[src/rtl/bus_arbiter.sv]
// Two-port arbiter sharing one memory bus between instruction fetch and the MEM stage.
// Data requests win ties; every transaction is bounded by a WAIT_MAX-cycle timeout.
module bus_arbiter #(
  parameter int WAIT_MAX = 15
) (
  input  logic        clk,
  input  logic        rst,
  input  logic        if_req,
  input  logic [31:0] if_addr,
  output logic [31:0] if_rdata,
  output logic        if_ack,
  input  logic        dm_req,
  input  logic        dm_we,
  input  logic [3:0]  dm_sel,
  input  logic [31:0] dm_addr,
  input  logic [31:0] dm_wdata,
  output logic [31:0] dm_rdata,
  output logic        dm_ack,
  output logic        bus_ce,
  output logic        bus_we,
  output logic [3:0]  bus_sel,
  output logic [31:0] bus_addr,
  output logic [31:0] bus_wdata,
  input  logic [31:0] bus_rdata,
  input  logic        bus_ready,
  output logic        stallreq,
  output logic        timeout_o
);

  localparam int CW = (WAIT_MAX < 1) ? 1 : $clog2(WAIT_MAX + 1);
  localparam logic [CW-1:0] WAIT_LIMIT = CW'(WAIT_MAX);

  typedef enum logic [1:0] {IDLE, IF_BUSY, DM_BUSY} state_t;

  state_t        state;
  logic [CW-1:0] wait_cnt;
  logic          wait_expired;

  assign wait_expired = (wait_cnt == WAIT_LIMIT);
  assign stallreq     = (if_req & ~if_ack) | (dm_req & ~dm_ack);

  // A port whose ack is currently high is skipped in IDLE so a request that has
  // not yet been dropped cannot be granted twice.
  always_ff @(posedge clk) begin
    if (rst) begin
      state     <= IDLE;
      wait_cnt  <= '0;
      if_rdata  <= '0;
      if_ack    <= 1'b0;
      dm_rdata  <= '0;
      dm_ack    <= 1'b0;
      bus_ce    <= 1'b0;
      bus_we    <= 1'b0;
      bus_sel   <= '0;
      bus_addr  <= '0;
      bus_wdata <= '0;
      timeout_o <= 1'b0;
    end else begin
      if_ack    <= 1'b0;
      dm_ack    <= 1'b0;
      timeout_o <= 1'b0;
      case (state)
        IDLE: begin
          if (dm_req && !dm_ack) begin
            state     <= DM_BUSY;
            wait_cnt  <= '0;
            bus_ce    <= 1'b1;
            bus_we    <= dm_we;
            bus_sel   <= dm_sel;
            bus_addr  <= dm_addr;
            bus_wdata <= dm_wdata;
          end else if (if_req && !if_ack) begin
            state     <= IF_BUSY;
            wait_cnt  <= '0;
            bus_ce    <= 1'b1;
            bus_we    <= 1'b0;
            bus_sel   <= 4'b1111;
            bus_addr  <= if_addr;
            bus_wdata <= '0;
          end
        end
        IF_BUSY: begin
          if (bus_ready || wait_expired) begin
            if_ack    <= 1'b1;
            if_rdata  <= bus_ready ? bus_rdata : 32'h0;
            timeout_o <= ~bus_ready;
            bus_ce    <= 1'b0;
            bus_we    <= 1'b0;
            state     <= IDLE;
          end else begin
            wait_cnt <= wait_cnt + 1'b1;
          end
        end
        DM_BUSY: begin
          // bus_we is held for the whole transaction, so it tells reads from writes.
          if (bus_ready || wait_expired) begin
            dm_ack    <= 1'b1;
            if (!bus_we) dm_rdata <= bus_ready ? bus_rdata : 32'h0;
            timeout_o <= ~bus_ready;
            bus_ce    <= 1'b0;
            bus_we    <= 1'b0;
            state     <= IDLE;
          end else begin
            wait_cnt <= wait_cnt + 1'b1;
          end
        end
        default: state <= IDLE;
      endcase
    end
  end

endmodule

[config.mk]
export PLATFORM = sky130hd
export DESIGN_NAME = bus_arbiter
export DESIGN_NICKNAME = d
export VERILOG_FILES = /design/src/rtl/bus_arbiter.sv
export SDC_FILE = /design/constraint.sdc
export NUM_CORES = 1
export LEC_CHECK = 0
export CAP_MARGIN = 20
export CORE_ASPECT_RATIO = 0.7
export CORE_MARGIN = 8
export CORE_UTILIZATION = 60
export CTS_BUF_LIST = sky130_fd_sc_hd__clkbuf_16
export CTS_CLUSTER_SIZE = 10
export DETAILED_ROUTE_END_ITERATION = 8
export DONT_BUFFER_PORTS = 1
export GPL_TIMING_DRIVEN = 0
export PLACE_DENSITY = 0.77
export SETUP_SLACK_MARGIN = 0.15
export SLEW_MARGIN = 20
export SYNTH_ARGS = -nofsm -noshare
export SYNTH_HDL_FRONTEND = slang
export SYNTH_SLANG_ARGS = --single-unit
[constraint.sdc]
create_clock -name clk -period 3.1 [get_ports clk]
set_input_delay 0.31 -clock clk [delete_from_list [all_inputs] [get_ports clk]]
set_output_delay 0.31 -clock clk [all_outputs]
set_load 0.01 [all_outputs]
==> qor.yml <==
die:
  die_x_um: 130
  rows: 29
  dieHeight_um: 95.6
  initial_core_util: 0.608
  coreArea_um2: 8930
  io-pin-count: 276
  dieArea_um2: 12400
drt:
  drc_errors: 0
  dr_total_vias: 4953
  antenna_left: 0
  wl_per_cell_um: 22.4
  drtIter0Drc: 357
  finalWirelength_um: 17500
  firstDrtPassIters: 5
  avgViaCountPerCell: 6.34
yosys:
  synth_mux_area_frac: 0
  yosysTopAreaCell: "dfxtp_1"
  synth_simple_gate_area_frac: 0.204
  synth_cells: 625
  avgSynthCellArea_um2: 8.69
  seq_area_frac_synth: 0.527
  synth_fa_ha_area_frac: 0.0115
  syn-cell-area_um2: 5430
  ys_ff_latch: 143
  synth_top_area_share: 0.527
  synth_cell_type_count: 33
  synth_nets: 768
  synth-xor-area-share: 0
  synth_top_family_by_area: "compound AO/OA/AOI/OAI gates"
  synth_compound_area_frac: 0.207
  synthTopCellsByArea: "dfxtp_1 53%, nor2_1 7.5%, nand2_1 7.0%, a311oi_1 5.2%, a32oi_1 5.2%"
  synth_warnings: 0
power:
  vdd_drop_max_mv: 0.444
  power_density_nw_per_um2: 807
  p_leak_uw: 0.00231
critical_path:
  reg2reg_slack_ps: 1150
  required_ps: 3420
  critPathKind: "reg -> reg"
  arrival_ps: 2280
  cp-start-kind: "flop"
  crit_path_top_delay_cell: "clkbuf_1"
  startpoint: "wait_cnt[0]"
  cp-end-kind: "flop"
  critPathMaxStageDelay_ps: 390
  worstPathMaxFanout: 10
  rr_startpoint: "wait_cnt[0]"
  worstPathCellList: "ha_1 > a31o_2 > nand3b_1 > clkbuf_1 > nand2_1 > a21oi_1"
status:
  status: "finished, final reports clean"
sta:
  tightestPinTransition_ps: 511
  timing.final.crit_share: 0.630
  slew_violations: 0
  hold_viol: 0
  period_needed_ps: 1950
  tns_ps: 0
  grt_setup_unrepaired: "false"
  slew_headroom: 0.660
  max_freq_ghz: 0.512
  setup_violations: 0
  skew_ps: 10.2
placed_design:
  port_buffers: 0
  gp_congestion: 0.800
  dpl.hpwl_um: 13300
grt:
  grt_pass1_vias: 4966
  grt_pass1_wl_um: 26400
  gr-usage-all-layers: 0.276
  overflow: 0
  grt_antenna_before_repair: 0
  grt_start_max_net_pins: 17
clock_tree:
  cts_tree: "built"
  cts-resized-gates: 0
  cts_sinks: 143
  cts_made_buffers: 17
  cts-root-buf: "clkbuf_16"
  cts_setup_buffers: 0
  cts_hold_buf: 0
  clk_latency_ps: 410
  clk_pin_slew_ps: 60
  max-clock-path-buffers: 2
  htreeDepth: 4
cells_and_area:
  syn_to_final_growth_pct: 14.7
  antenna_cells_inserted: 0
  nNetsFinal: 787
  layout-drive-gt1-share: 0.0989
  fin_util: 0.698
  multi_input_area_um2: 2290
  fillers: 711
  regArea_um2: 2860
flow_run:
  max_cap_viol_count: 0
min_path:
  hold_class: "in -> reg"
  min_from: "dm_wdata[16]"
==> routing by layer <==
metal / track usage / share of wire / wire [µm] / up-vias
li1: - / - / - / 2257
met1: 0.298 / 0.36 / 6300 / 2328
met2: 0.451 / 0.46 / 8070 / 310
met3: 0.128 / 0.14 / 2430 / 58
met4: 0.144 / 0.040 / 696 / 0
met5: 0 / 0 / 0 / -
==> flip-flops by register name (all words and copies together) (netlist names), 2 cells and up <==
register / flops
bus_addr: 32
bus_wdata: 32
dm_rdata: 32
if_rdata: 32
bus_sel: 4
wait_cnt: 4
state: 2
==> cell usage in the layout, fill, tap and decap left out, types with 17 or more instances in the layout <==
master / instances
a21oi_1: 41
clkbuf_1: 32
nand2_1: 101
nor2_1: 108
dfxtp_1: 143
a311oi_1: 32
a32oi_1: 32
clkbuf_16: 17
a22oi_1: 32
nand3_1: 34
buf_2: 22
==> path summary, 6_finish.rpt <==
path | depth (start not counted) | end
worst max register to register | 6 | dm_rdata[4]
worst min-delay path | 2 | bus_wdata[16]
worst max-delay path | 6 | dm_rdata[4]
worst min register to register | 2 | dm_rdata[13]
==> power breakdown <==
| group | internal, µW | total (µW) | switching, µW |
|---|---|---|---|
| sequential | 2000 | 2200 | 203 |
| combinational | 214 | 612 | 398 |
| clock | 1420 | 2210 | 786 |
| total | 3640 | 5020 | 1390 |
==> logic make-up after synthesis <==
kind of cell	Yosys count
and+or+nand+nor	264
AOI/OAI and AO/OA	153
DFF	143
buffers and inverters	60
adders and majority gates	5
==> layout make-up <==
cell class | instances | share of cell area
multi-input cells | 422 | 0.368
plain buffers | 57 | 0.0424
clock inverters | 15 | 0.0350
well taps | 124 | 0.0249
flip-flops and latches | 143 | 0.460
clock buffers | 17 | 0.0683
inverters | 3 | 0.00181
==> synthesized netlist by cell type <==
cell type and count:
dfxtp_1 143, nor2_1 108, nand2_1 101, a21oi_1 41, nand3_1 34, a22oi_1 32
a311oi_1 32, a32oi_1 32, clkbuf_1 32, buf_2 22, nor3_1 7, ha_1 5
o21ai_0 5, a31o_2 3, buf_6 3, nand2b_1 3, a211oi_1 2, a31oi_1 2
inv_1 2, nand3b_1 2, nor2b_1 2, a21boi_0 1, a21oi_2 1, a31oi_2 1
and2_1 1, and4b_1 1, inv_2 1, nand2b_4 1, nand4b_1 1, nor2_2 1
nor3b_1 1, nor3b_4 1, o21ai_2 1
==> per-stage QoR <==
step	setup WS, ps	total power [µW]	cells	hold slack (ps)	instance area, µm²
after floorplan	1580	2650	625	458	5430
after global placement	1240	2810	749	460	5590
after detailed placement	1200	2840	749	471	5590
after CTS	1150	5040	781	37.3	6230
after global routing	1010	5220	781	34.7	6230
final	1150	5020	781	50.0	6230
==> worst max-delay path, delay by kind of cell, from the launching register on <==
family / cells / cell delay (ps)
adders and majority gates: 1 / 290
and+or+nand+nor: 2 / 340
AOI/OAI and AO/OA: 2 / 510
DFF: 1 / 340
buffers and inverters: 1 / 390
(Power assumes the default switching activity.)
